[src/rtl/cpc_bus_pkg.sv]
// Shared types and constants for the CPC Z80 bus capture logic.
package cpc_bus_pkg;

    typedef enum logic [1:0] {
        IDLE     = 2'd0,
        QUAL     = 2'd1,
        FIRE     = 2'd2,
        WAIT_END = 2'd3
    } state_t;

    localparam logic [1:0] CFG_SEL_DEFAULT = 2'b11;
    localparam int unsigned CFG_DATA_W     = 6;
    localparam int unsigned GLITCH_CNT_W   = 8;

endpackage

[src/rtl/cpc_sync.sv]
// N-flop synchroniser for asynchronous active-low bus strobes; resets to inactive (1).
module cpc_sync #(
    parameter int unsigned N = 2
) (
    input  logic i_clk,
    input  logic i_rst_n,
    input  logic i_d,
    output logic o_q
);

    logic [N-1:0] r_chain;

    always_ff @(posedge i_clk or negedge i_rst_n) begin
        if (!i_rst_n) begin
            r_chain <= '1;
        end else begin
            r_chain <= {r_chain[N-2:0], i_d};
        end
    end

    assign o_q = r_chain[N-1];

endmodule

[src/rtl/cpc_io_wr_capture.sv]
// Qualifies Z80 I/O write cycles and issues a one-cycle RAM-config strobe with D[5:0].
module cpc_io_wr_capture
    import cpc_bus_pkg::*;
#(
    parameter int unsigned SYNC_STAGES = 2,
    parameter int unsigned FILTER_CYC  = 2,
    parameter logic [1:0]  CFG_SEL     = CFG_SEL_DEFAULT
) (
    input  logic                    CLK,
    input  logic                    RESET_B,
    input  logic                    IOREQ_B,
    input  logic                    WR_B,
    input  logic                    M1_B,
    input  logic                    A15,
    input  logic [7:0]              D,
    output logic                    cfg_wr_stb,
    output logic [CFG_DATA_W-1:0]   cfg_data,
    output logic                    io_wr_seen,
    output logic                    busy,
    output logic [GLITCH_CNT_W-1:0] glitch_cnt
);

    localparam logic [3:0] FILTER_CNT = 4'(FILTER_CYC);

    logic w_ioreq_s;
    logic w_wr_s;
    logic w_m1_s;
    logic w_io_wr;

    cpc_sync #(.N(SYNC_STAGES)) u_sync_ioreq (
        .i_clk(CLK), .i_rst_n(RESET_B), .i_d(IOREQ_B), .o_q(w_ioreq_s)
    );
    cpc_sync #(.N(SYNC_STAGES)) u_sync_wr (
        .i_clk(CLK), .i_rst_n(RESET_B), .i_d(WR_B), .o_q(w_wr_s)
    );
    cpc_sync #(.N(SYNC_STAGES)) u_sync_m1 (
        .i_clk(CLK), .i_rst_n(RESET_B), .i_d(M1_B), .o_q(w_m1_s)
    );

    // M1 low marks interrupt acknowledge, never treated as a write.
    assign w_io_wr = !w_ioreq_s && !w_wr_s && w_m1_s;

    state_t                  r_state;
    state_t                  w_next_state;
    logic [3:0]              r_cnt;
    logic [3:0]              w_next_cnt;
    logic                    w_fire;
    logic                    w_abort;
    logic                    r_stb;
    logic                    r_seen;
    logic [CFG_DATA_W-1:0]   r_data;
    logic [GLITCH_CNT_W-1:0] r_glitch;

    always_comb begin
        w_next_state = r_state;
        w_next_cnt   = r_cnt;
        w_fire       = 1'b0;
        w_abort      = 1'b0;
        case (r_state)
            IDLE: begin
                if (w_io_wr) begin
                    w_next_state = QUAL;
                    w_next_cnt   = 4'd1;
                end
            end
            QUAL: begin
                if (!w_io_wr) begin
                    w_next_state = IDLE;
                    w_abort      = 1'b1;
                end else if (r_cnt == FILTER_CNT) begin
                    w_next_state = FIRE;
                    w_fire       = 1'b1;
                end else begin
                    w_next_cnt = r_cnt + 4'd1;
                end
            end
            FIRE: begin
                w_next_state = WAIT_END;
            end
            WAIT_END: begin
                if (!w_io_wr) begin
                    w_next_state = IDLE;
                end
            end
            default: begin
                w_next_state = IDLE;
            end
        endcase
    end

    always_ff @(posedge CLK or negedge RESET_B) begin
        if (!RESET_B) begin
            r_state <= IDLE;
            r_cnt   <= '0;
        end else begin
            r_state <= w_next_state;
            r_cnt   <= w_next_cnt;
        end
    end

    // Strobes are registered on the QUAL->FIRE edge so they are high for the FIRE cycle.
    always_ff @(posedge CLK or negedge RESET_B) begin
        if (!RESET_B) begin
            r_stb    <= 1'b0;
            r_seen   <= 1'b0;
            r_data   <= '0;
            r_glitch <= '0;
        end else begin
            r_seen <= w_fire;
            r_stb  <= w_fire && !A15 && (D[7:6] == CFG_SEL);
            if (w_fire && !A15 && (D[7:6] == CFG_SEL)) begin
                r_data <= D[CFG_DATA_W-1:0];
            end
            if (w_abort && (r_glitch != '1)) begin
                r_glitch <= r_glitch + 1'b1;
            end
        end
    end

    assign cfg_wr_stb = r_stb;
    assign io_wr_seen = r_seen;
    assign cfg_data   = r_data;
    assign glitch_cnt = r_glitch;
    assign busy       = (r_state != IDLE);

endmodule

[config.mk]
export PLATFORM = sky130hd
export DESIGN_NAME = cpc_io_wr_capture
export DESIGN_NICKNAME = d
export VERILOG_FILES = /design/src/rtl/cpc_bus_pkg.sv /design/src/rtl/cpc_sync.sv /design/src/rtl/cpc_io_wr_capture.sv
export SDC_FILE = /design/constraint.sdc
export NUM_CORES = 1
export LEC_CHECK = 0
export CORE_MARGIN = 3
export CORE_UTILIZATION = 43
export CTS_CLUSTER_SIZE = 30
export DETAILED_ROUTE_END_ITERATION = 16
export GPL_TIMING_DRIVEN = 1
export PLACE_DENSITY_LB_ADDON = 0.15
export SKIP_CTS_REPAIR_TIMING = 1
export SLEW_MARGIN = 30
export SYNTH_ARGS = -nofsm -noshare
export SYNTH_HDL_FRONTEND = slang
export SYNTH_HIERARCHICAL = 1
export SYNTH_SLANG_ARGS = --single-unit
export TNS_END_PERCENT = 5
[constraint.sdc]
create_clock -name CLK -period 1.87 [get_ports CLK]
set_input_delay 0.374 -clock CLK [delete_from_list [all_inputs] [get_ports CLK]]
set_output_delay 0.374 -clock CLK [all_outputs]
set_load 0.03 [all_outputs]
==> results.cfg, run 1 <==
[die]
top_level_ports = 31
die_area_um2 = 3531
placeable_area_um2 = 2590
die-width_um = 59.43
initial_utilization = 0.4739
dieHeight_um = 59.43
floorplan.rows = 18

[run_status]
outcome = finished, final reports clean

[final_layout]
post_route_cells_drive_above_1_share = 0.1923
final_net_count = 149
layout.cells.most_common = clkdlybuf4s50_1
postLayoutCellArea_um2 = 1627
layoutNonFillerInstCount = 160
final_util = 0.6280
insertedDiodeCount = 0
highest_count_cells_in_the_layout_ignoring_fill_and_taps = clkdlybuf4s50_1, dfrtp_1, dlymetal6s2s_1
fillerInstances = 208
synthToLayoutAreaGrowth_pct = 32.52

[clock_network]
clk_pin_slew_worst_paths_ns = 0.14
cts_tree = yes
cts_buffers = 3
root_buffer = clkbuf_4
worstSkewPairLatency_ns = 0.31
cts_max_path_buffers = 2
htree_levels = 1
cts.sinks = 28

[drt]
routed_via_density = 5.069
detailroute.via_count = 811
wirelength_um = 2110
drt-wirelength-per-cell_um = 13.19
ant_nets = 0
dr.first_iter.drc_count = 34
detailedRoute.firstPassIterationCount = 4
drc_errors = 0

[timing]
period_share = 0.9710
timing.max_slew.rel_slack = 0.7694
fin_skew_ns = 0.008362
worst_margin_pin_slew_ns = 0.3458
timing.fmax_mhz = 550.7
worst_hold_slack_ns = 0.3609
slew_viol_final = 0
rsz0062_at_grt = true
finalWorstPathRequiredPeriod_ns = 1.816
setup_tns_ns = 0
timing_hold_violations_final = 0
final.setup.worst_slack_ns = 0.05414
report.final.setup_viol = 0

[critical_path]
critical_path.max_stage_delay_ns = 0.45
worst_setup_path_end_kind = flip-flop
crit_path_max_fanout = 7
crit_arrival_ns = 2.04
critPathSlowestCell = dfrtp_1
critPathKind = reg -> reg
required_ns = 2.09
startpoint_type = flip-flop
crit_path_cell_trace = inv_2, ha_1, nor3b_4, and3_1, and4b_1, buf_6, mux2_4

[yosys]
yosys_warnings = 6
yosysUniqueCellTypes = 34
edff_count_synth = 0
post_synth_inst_count = 96
synth-async-reset-ratio = 1.000
syn_area_cell_um2 = 12.79
synthFlopType = dfrtp_1
synth.cell_area_um2 = 1227
syn-num-nets = 113
synth-seq-area-share = 0.5770
synth_seq_cells = 28

[global_routing]
combined_global_route_utilization_of_all_metal_layers = 0.1322
wire_length_of_the_first_global_routing_pass_um = 3553
via_count_of_the_first_global_routing_pass = 795
largest_net_degree_at_the_start_of_global_routing = 29
global_route.overflow_total = 0
antenna_found_initial = 0

[place]
detailed_place_hpwl_um = 1593
dpl_cell_area_um2 = 1577
place_congestion = 0.6719
place_worst_setup_slack_ns = 0.04364
numPlacedInstances = 157
numPortBuffers = 30

[hold_path]
worst_hold_path_type = reg -> reg

[power]
post-layout-total-power_mw = 1.345
power.static_leakage_nw = 0.8100
max-vdd-ir-drop_uv = 850.9
power-per-cell-area_nw_per_um2 = 826.8

[job]
cap_violations = 0
[cells by family after synthesis]
logic type / Yosys count / synth area share
AOI/OAI and AO/OA: 13 / 0.07136
xor gates and xnor gates: 5 / 0.03568
adders and majority gates: 3 / 0.03058
buffers and inverters: 6 / 0.02447
DFF: 28 / 0.5770
muxes: 9 / 0.1009
and+or+nand+nor: 32 / 0.1601
[flip-flops by register name, indices dropped and copies added (netlist names), 2 cells and up, named ones only]
name and count:
r_cnt 4, glitch_cnt 8, u_sync_ioreq/r_chain 2, u_sync_wr/r_chain 2, u_sync_m1/r_chain 2, cfg_data 6
[final cells by class]
cell class,count,area [um2],area share
clock buffer,3,22.52,0.01385
inverter,3,11.26,0.006923
sequential,28,708.2,0.4354
tap,30,37.54,0.02308
multi-input combinational,62,495.5,0.3046
timing repair buffer,34,351.6,0.2162
[final timing paths]
path,from,end,slack [ns],cells past startpoint
worst max-delay path,r_cnt[0]$_DFFE_PN0P_,cfg_data[5]$_DFFE_PN0P_,0.05,7
worst min-delay path,u_sync_wr/r_chain[0]$_DFF_PN1_,u_sync_wr/r_chain[1]$_DFF_PN1_,0.36,0
worst max register to register,r_cnt[0]$_DFFE_PN0P_,cfg_data[5]$_DFFE_PN0P_,0.05,7
worst min register to register,u_sync_wr/r_chain[0]$_DFF_PN1_,u_sync_wr/r_chain[1]$_DFF_PN1_,0.36,0
max in group asynchronous,RESET_B,u_sync_m1/r_chain[1]$_DFF_PN1_,1.15,2
min in group asynchronous,RESET_B,r_cnt[3]$_DFFE_PN0P_,0.41,2
[worst max-delay path, delay by kind of cell, from the launching register on]
family | cells | cell delay [ns]
buffers and inverters | 2 | 0.23
and+or+nand+nor | 3 | 0.59
muxes | 1 | 0.30
DFF | 1 | 0.45
adders and majority gates | 1 | 0.15
[synth_stat cells, types with 3 or more instances]
master,count,area share
nand2_1,6,0.018
ha_1,3,0.031
dfrtp_1,22,0.45
dfstp_2,6,0.13
xnor2_1,3,0.021
inv_1,3,0.0092
nand4_1,3,0.015
o21ai_0,4,0.016
mux2_4,6,0.073
nor3_1,3,0.012
nand3_1,6,0.024
a21oi_1,3,0.012
[report_power, final]
group / total [mW] / internal (mW) / switching (mW)
Clock: 0.235 / 0.0753 / 0.159
Sequential: 0.749 / 0.672 / 0.0762
Combinational: 0.361 / 0.169 / 0.193
[layer usage]
layer | GRT usage | wire length [um] | part of all wire | vias to the layer above
met5 | 0 | 0 | 0 | -
met4 | 0.03883 | 0 | 0 | 0
met3 | 0.02179 | 93 | 0.044 | 0
met2 | 0.2012 | 1024 | 0.49 | 13
met1 | 0.1933 | 992 | 0.47 | 388
li1 | - | - | - | 410
No activity file was read; power rests on OpenSTA's default activity.
==> run 2, diff against run 1 <==
CTS_CLUSTER_SIZE = 25   (was 30)
SKIP_LAST_GASP = 1   (was default)
==> run 2 against run 1 <==
Non-clock buffer count unchanged. Sequential power about the same. Cell count unchanged. Flip-flop and latch count unchanged. First-iteration DRC count decreased by 2.9%. Utilization decreased by 0.97 points. Hold slack improved by 0.0016 ns. Clock skew decreased by 0.0012 ns. Maximum frequency decreased by 1.8%. Routed wire length decreased by 1.9%. Clock power about the same.
==> results.cfg, run 2 (synthesized netlist as in run 1, its figures left out) <==
[timing]
finalWorstPathRequiredPeriod_ns = 1.848
setup_tns_ns = 0
rsz0062_at_grt = true
period_share = 0.9884
slew_viol_final = 0
fin_skew_ns = 0.007161
worst_margin_pin_slew_ns = 0.3445
timing_hold_violations_final = 0
report.final.setup_viol = 0
timing.max_slew.rel_slack = 0.7704
timing.fmax_mhz = 541.1

[critical_path]
critPathSlowestCell = clkdlybuf4s50_1
worstReg2RegEnd = cfg_data[5]$_DFFE_PN0P_
worst_setup_path_end_kind = output port
critical_path.max_stage_delay_ns = 0.70
path_delay_family = buffers and inverters
r2r_cells = 7
critical_path_buf_inv_count = 1
reg2reg_slack_ns = 0.02
critPathKind = reg -> out
crit_path_max_fanout = 6
crit_path_cell_trace = clkdlybuf4s50_1
crit_arrival_ns = 1.47
startpoint_type = flip-flop
required_ns = 1.50
regToRegStartpoint = r_cnt[0]$_DFFE_PN0P_

[die]
initial_utilization = 0.4739
top_level_ports = 31
dieHeight_um = 59.43
floorplan.rows = 18
placeable_area_um2 = 2590
die-width_um = 59.43
die_area_um2 = 3531

[power]
sequential_fraction_of_design_power = 0.554
p_clk_frac = 0.174
power-per-cell-area_nw_per_um2 = 844.3
max-vdd-ir-drop_uv = 869.4
net-switching-power_mw = 0.4291
post-layout-total-power_mw = 1.352
netSwitchingFraction = 0.3173
power.static_leakage_nw = 0.7318
comb_power_share = 0.272
internal_mw = 0.9232

[clock_network]
worstSkewPairLatency_ns = 0.32
htree_levels = 1
clk_pin_slew_worst_paths_ns = 0.14
root_buffer = clkbuf_4
cts_tree = yes
cts_buffers = 3
cts.sinks = 28
cts_max_path_buffers = 2

[drt]
ant_nets = 0
drt-wirelength-per-cell_um = 12.94
wirelength_um = 2070
drc_errors = 0
detailroute.via_count = 820
routed_via_density = 5.125
detailedRoute.firstPassIterationCount = 4
dr.first_iter.drc_count = 33

[hold_path]
hold_path_startpoint = u_sync_wr/r_chain[0]$_DFF_PN1_
min_delay_path_depth = 0
worst_hold_path_type = reg -> reg
min_delay_worst_endpoint = u_sync_wr/r_chain[1]$_DFF_PN1_

[final_layout]
highest_count_cells_in_the_layout_ignoring_fill_and_taps = clkdlybuf4s50_1, dfrtp_1
post_route_cells_drive_above_1_share = 0.1846
final_util = 0.6184
final_net_count = 149
largest_reg_flops = 8
layout.cells.most_common = clkdlybuf4s50_1
insertedDiodeCount = 0
synthToLayoutAreaGrowth_pct = 30.48

[run_status]
outcome = finished, final reports clean

[global_routing]
combined_global_route_utilization_of_all_metal_layers = 0.1322
wire_length_of_the_first_global_routing_pass_um = 3553
largest_net_degree_at_the_start_of_global_routing = 29
via_count_of_the_first_global_routing_pass = 795
global_route.overflow_total = 0
antenna_found_initial = 0

[place]
numPortBuffers = 30
detailed_place_hpwl_um = 1593
place_congestion = 0.6719

[job]
cap_violations = 0
## run 2: cell count changes in the layout (fill, tap and decap cells not counted)
cell / previous run / this run
buf_6: 1 / 0
clkdlybuf4s50_1: 23 / 29
inv_1: 2 / 3
inv_2: 1 / 0
nor3b_2: 0 / 1
nor3b_4: 1 / 0
buf_4: 3 / 4
dlymetal6s2s_1: 7 / 1
## run 2: worst register-to-register path, delay by kind of cell (launching register included)
kind | cells | cell delay (ns)
AND/OR/NAND/NOR | 3 | 0.56
flip-flops | 1 | 0.44
multiplexers | 1 | 0.31
buffers and inverters | 2 | 0.29
adder cells (fa/ha/maj) | 1 | 0.15
## run 2: layout make-up
cell class	count	area, um2
timing repair buffer	34	332.8
sequential	28	708.2
inverter	3	11.26
clock buffer	3	22.52
tap	30	37.54
fill	208	988.4
multi-input combinational	62	489.2
## run 2: power by group through the flow
| stage | registers, mW | logic (mW) | clock network, mW |
|---|---|---|---|
| global route | 0.766 | 0.397 | 0.273 |
| finish | 0.749 | 0.368 | 0.236 |
| global placement | 0.756 | 0.368 | 0 |
| detailed placement | 0.761 | 0.373 | 0 |
| CTS | 0.750 | 0.374 | 0.248 |
| floorplan | 0.843 | 0.116 | 0 |
## run 2: metal layers
layer  up-vias  routed length, um  part of all wire  track usage
met4         0                 23             0.011      0.03883
met5         -                  0                 0            0
met1       392                974              0.47       0.1933
li1        409                  -                 -            -
met3         2                101             0.049      0.02179
met2        17                971              0.47       0.2012
## run 2: how the worst max path moves through the flow
stage | depth (start not counted) | endpoint | slack [ns] | start
floorplan | 7 | cfg_data[0]$_DFFE_PN0P_ | 0.07 | r_cnt[0]$_DFFE_PN0P_
global route | 7 | cfg_data[5]$_DFFE_PN0P_ | -0.10 | r_cnt[0]$_DFFE_PN0P_
finish | 1 | glitch_cnt[4] | 0.02 | glitch_cnt[4]$_DFFE_PN0P_
CTS | 2 | busy | -0.16 | flip-flop
detailed placement | 7 | cfg_data[5]$_DFFE_PN0P_ | 0.04 | r_cnt[0]$_DFFE_PN0P_
global placement | 7 | cfg_data[2]$_DFFE_PN0P_ | 0.12 | r_cnt[0]$_DFFE_PN0P_
## run 2: stage by stage
stage	cells	area (um2)	setup slack [ns]	hold slack, ns
global route	160	1602	-0.1023	0.3733
global placement	157	1577	0.1151	0.3462
finish	160	1602	0.02178	0.3624
CTS	160	1599	-0.1649	0.3715
detailed placement	157	1577	0.04364	0.3499
floorplan	96	1227	0.06511	0.07841
==> run 3, diff against run 2 <==
ABC_AREA = 1   (was default)
CORE_UTILIZATION = 53   (was 43)
clock period = 2.2 ns   (was 1.87 ns; I/O delays follow)
==> run 3 against run 2 <==
First-iteration DRC count up 30%. Synthesized cell count grew 68%. Via count increased by 37%. Non-clock buffer count shrank 3. Combinational power is 13% lower.
==> results.cfg, run 3 <==
[run_status]
outcome = finished, final reports clean

[global_routing]
combined_global_route_utilization_of_all_metal_layers = 0.1845
global_route.overflow_total = 0
largest_net_degree_at_the_start_of_global_routing = 29
wire_length_of_the_first_global_routing_pass_um = 4850
via_count_of_the_first_global_routing_pass = 1145
antenna_found_initial = 0

[critical_path]
startpoint_type = flip-flop
critPathSlowestCell = clkdlybuf4s50_1
path_delay_family = buffers and inverters
critPathKind = reg -> out
worst_setup_path_end_kind = output port
regToRegStartpoint = r_cnt[0]$_DFFE_PN0P_
critical_path.max_stage_delay_ns = 0.66
worstReg2RegEnd = cfg_data[0]$_DFFE_PN0P_
reg2reg_slack_ns = 0.72
crit_arrival_ns = 1.57
critical_path_buf_inv_count = 2
required_ns = 1.76
crit_path_max_fanout = 4
crit_path_cell_trace = inv_1, nand2_1, clkdlybuf4s50_1
r2r_cells = 9

[yosys]
yosysUniqueCellTypes = 21
post_synth_inst_count = 161
syn-num-nets = 178
synth_top_area_share = 0.3986
yosys-top-cells-area = dfrtp_1, nand2_1, dfstp_2
synthFlopType = dfrtp_1
edff_count_synth = 0
synth-async-reset-ratio = 1.000
most_instantiated_cells_after_synthesis = nand2_1, dfrtp_1, inv_1
synth_seq_cells = 28
synth-seq-area-share = 0.5127
synth_area_leader_cell = dfrtp_1
synth.cell_area_um2 = 1381
yosys_warnings = 6
syn_area_cell_um2 = 8.580
yosys.cell_count.top_type = nand2_1

[final_layout]
layoutNonFillerInstCount = 223
final_net_count = 213
final_util = 0.7572
layout.cells.most_common = nand2_1
final-seq-area_um2 = 708.2
synthToLayoutAreaGrowth_pct = 28.26
multi_input_combinational_cell_area_um2 = 600.6
insertedDiodeCount = 0
largest_reg_flops = 8
post_route_cells_drive_above_1_share = 0.1487
postLayoutCellArea_um2 = 1772
fillerInstances = 175
highest_count_cells_in_the_layout_ignoring_fill_and_taps = nand2_1, clkdlybuf4s50_1, dfrtp_1

[power]
internal_mw = 0.8810
p_clk_frac = 0.263
power-per-cell-area_nw_per_um2 = 724.5
max-vdd-ir-drop_uv = 461.1
sequential_fraction_of_design_power = 0.488
power.static_leakage_nw = 0.9073
net-switching-power_mw = 0.4025
netSwitchingFraction = 0.3136
comb_power_share = 0.249
post-layout-total-power_mw = 1.284

[drt]
drc_errors = 0
drt-wirelength-per-cell_um = 12.54
wirelength_um = 2796
detailroute.via_count = 1123
ant_nets = 0
dr.first_iter.drc_count = 43
routed_via_density = 5.036
detailedRoute.firstPassIterationCount = 4

[timing]
slew_viol_final = 0
period_share = 0.9137
final.setup.worst_slack_ns = 0.1900
timing.max_slew.rel_slack = 0.7673
timing_hold_violations_final = 0
finalWorstPathRequiredPeriod_ns = 2.010
worst_margin_pin_slew_ns = 0.3491
fin_skew_ns = 0.01268
setup_tns_ns = 0
timing.fmax_mhz = 497.5
worst_hold_slack_ns = 0.3678
rsz0062_at_grt = false
report.final.setup_viol = 0

[place]
detailed_place_hpwl_um = 2071
numPlacedInstances = 219
place_worst_setup_slack_ns = 0.5622
dpl_cell_area_um2 = 1719
numPortBuffers = 30
place_congestion = 0.7822

[hold_path]
hold_path_startpoint = u_sync_wr/r_chain[0]$_DFF_PN1_
min_delay_path_depth = 0
min_delay_worst_endpoint = u_sync_wr/r_chain[1]$_DFF_PN1_
worst_hold_path_type = reg -> reg

[die]
initial_utilization = 0.5904
die_area_um2 = 3255
dieHeight_um = 57.05
die-width_um = 57.05
top_level_ports = 31
floorplan.rows = 17
placeable_area_um2 = 2340

[clock_network]
clk_pin_slew_worst_paths_ns = 0.16
root_buffer = clkbuf_4
htree_levels = 1
cts.sinks = 28
cts_max_path_buffers = 2
cts_buffers = 3
cts_tree = yes
worstSkewPairLatency_ns = 0.33

[job]
cap_violations = 0
run 3: cell types whose count changed in the layout (fill, tap and decap cells not counted), sizes merged, moves of 2 or more:
cell / delta
nand3: +6
a22o: -2
buf: -3
nand2: +65
inv: +15
mux2: -9
o21ai: +2
nor2: +14
nand4: -2
and3: -2
a21oi: -3
nor3: -3
run 3: cell families (layout without fill, tap and decap cells):
kind of cell             after synthesis  after routing  synth area share
AND/OR/NAND/NOR                      101            101            0.3605
flip-flops                            28             28            0.5127
buffers and inverters                 19             53           0.05253
AO/OA/AOI/OAI                          6              6           0.02173
XOR/XNOR                               4              4           0.02537
adder cells (fa/ha/maj)                3              3           0.02718
run 3: area by class of cell:
class,instances,share of cell area
inverter,18,0.03814
tap,28,0.01977
sequential,28,0.3997
timing repair buffer,31,0.1737
clock buffer,3,0.01271
clock inverter,1,0.01695
multi-input combinational,114,0.3390
run 3: worst max-delay path by stage:
| stage | slack, ns | to | from | cells after the start |
|---|---|---|---|---|
| after floorplan | 0.79 | glitch_cnt[5]$_DFFE_PN0P_ | glitch_cnt[0]$_DFFE_PN0P_ | 6 |
| after detailed placement | 0.56 | busy | flip-flop | 3 |
| after global placement | 0.60 | busy | flip-flop | 3 |
| after CTS | 0.18 | busy | flip-flop | 3 |
| final | 0.19 | busy | flip-flop | 3 |
| after global routing | 0.11 | busy | flip-flop | 3 |
run 3: power groups by stage:
stage	registers (mW)	clock network, mW	logic (mW)
final	0.627	0.337	0.319
after global routing	0.636	0.363	0.346
after CTS	0.626	0.342	0.323
after detailed placement	0.634	0	0.320
after global placement	0.628	0	0.309
after floorplan	0.683	0	0.133
run 3: routing by layer:
layer / wire length (um) / share of wire / GRT usage
met5: 0 / 0 / 0
met4: 20 / 0.0072 / 0.04636
met3: 183 / 0.065 / 0.03846
met2: 1416 / 0.51 / 0.3246
met1: 1175 / 0.42 / 0.2305
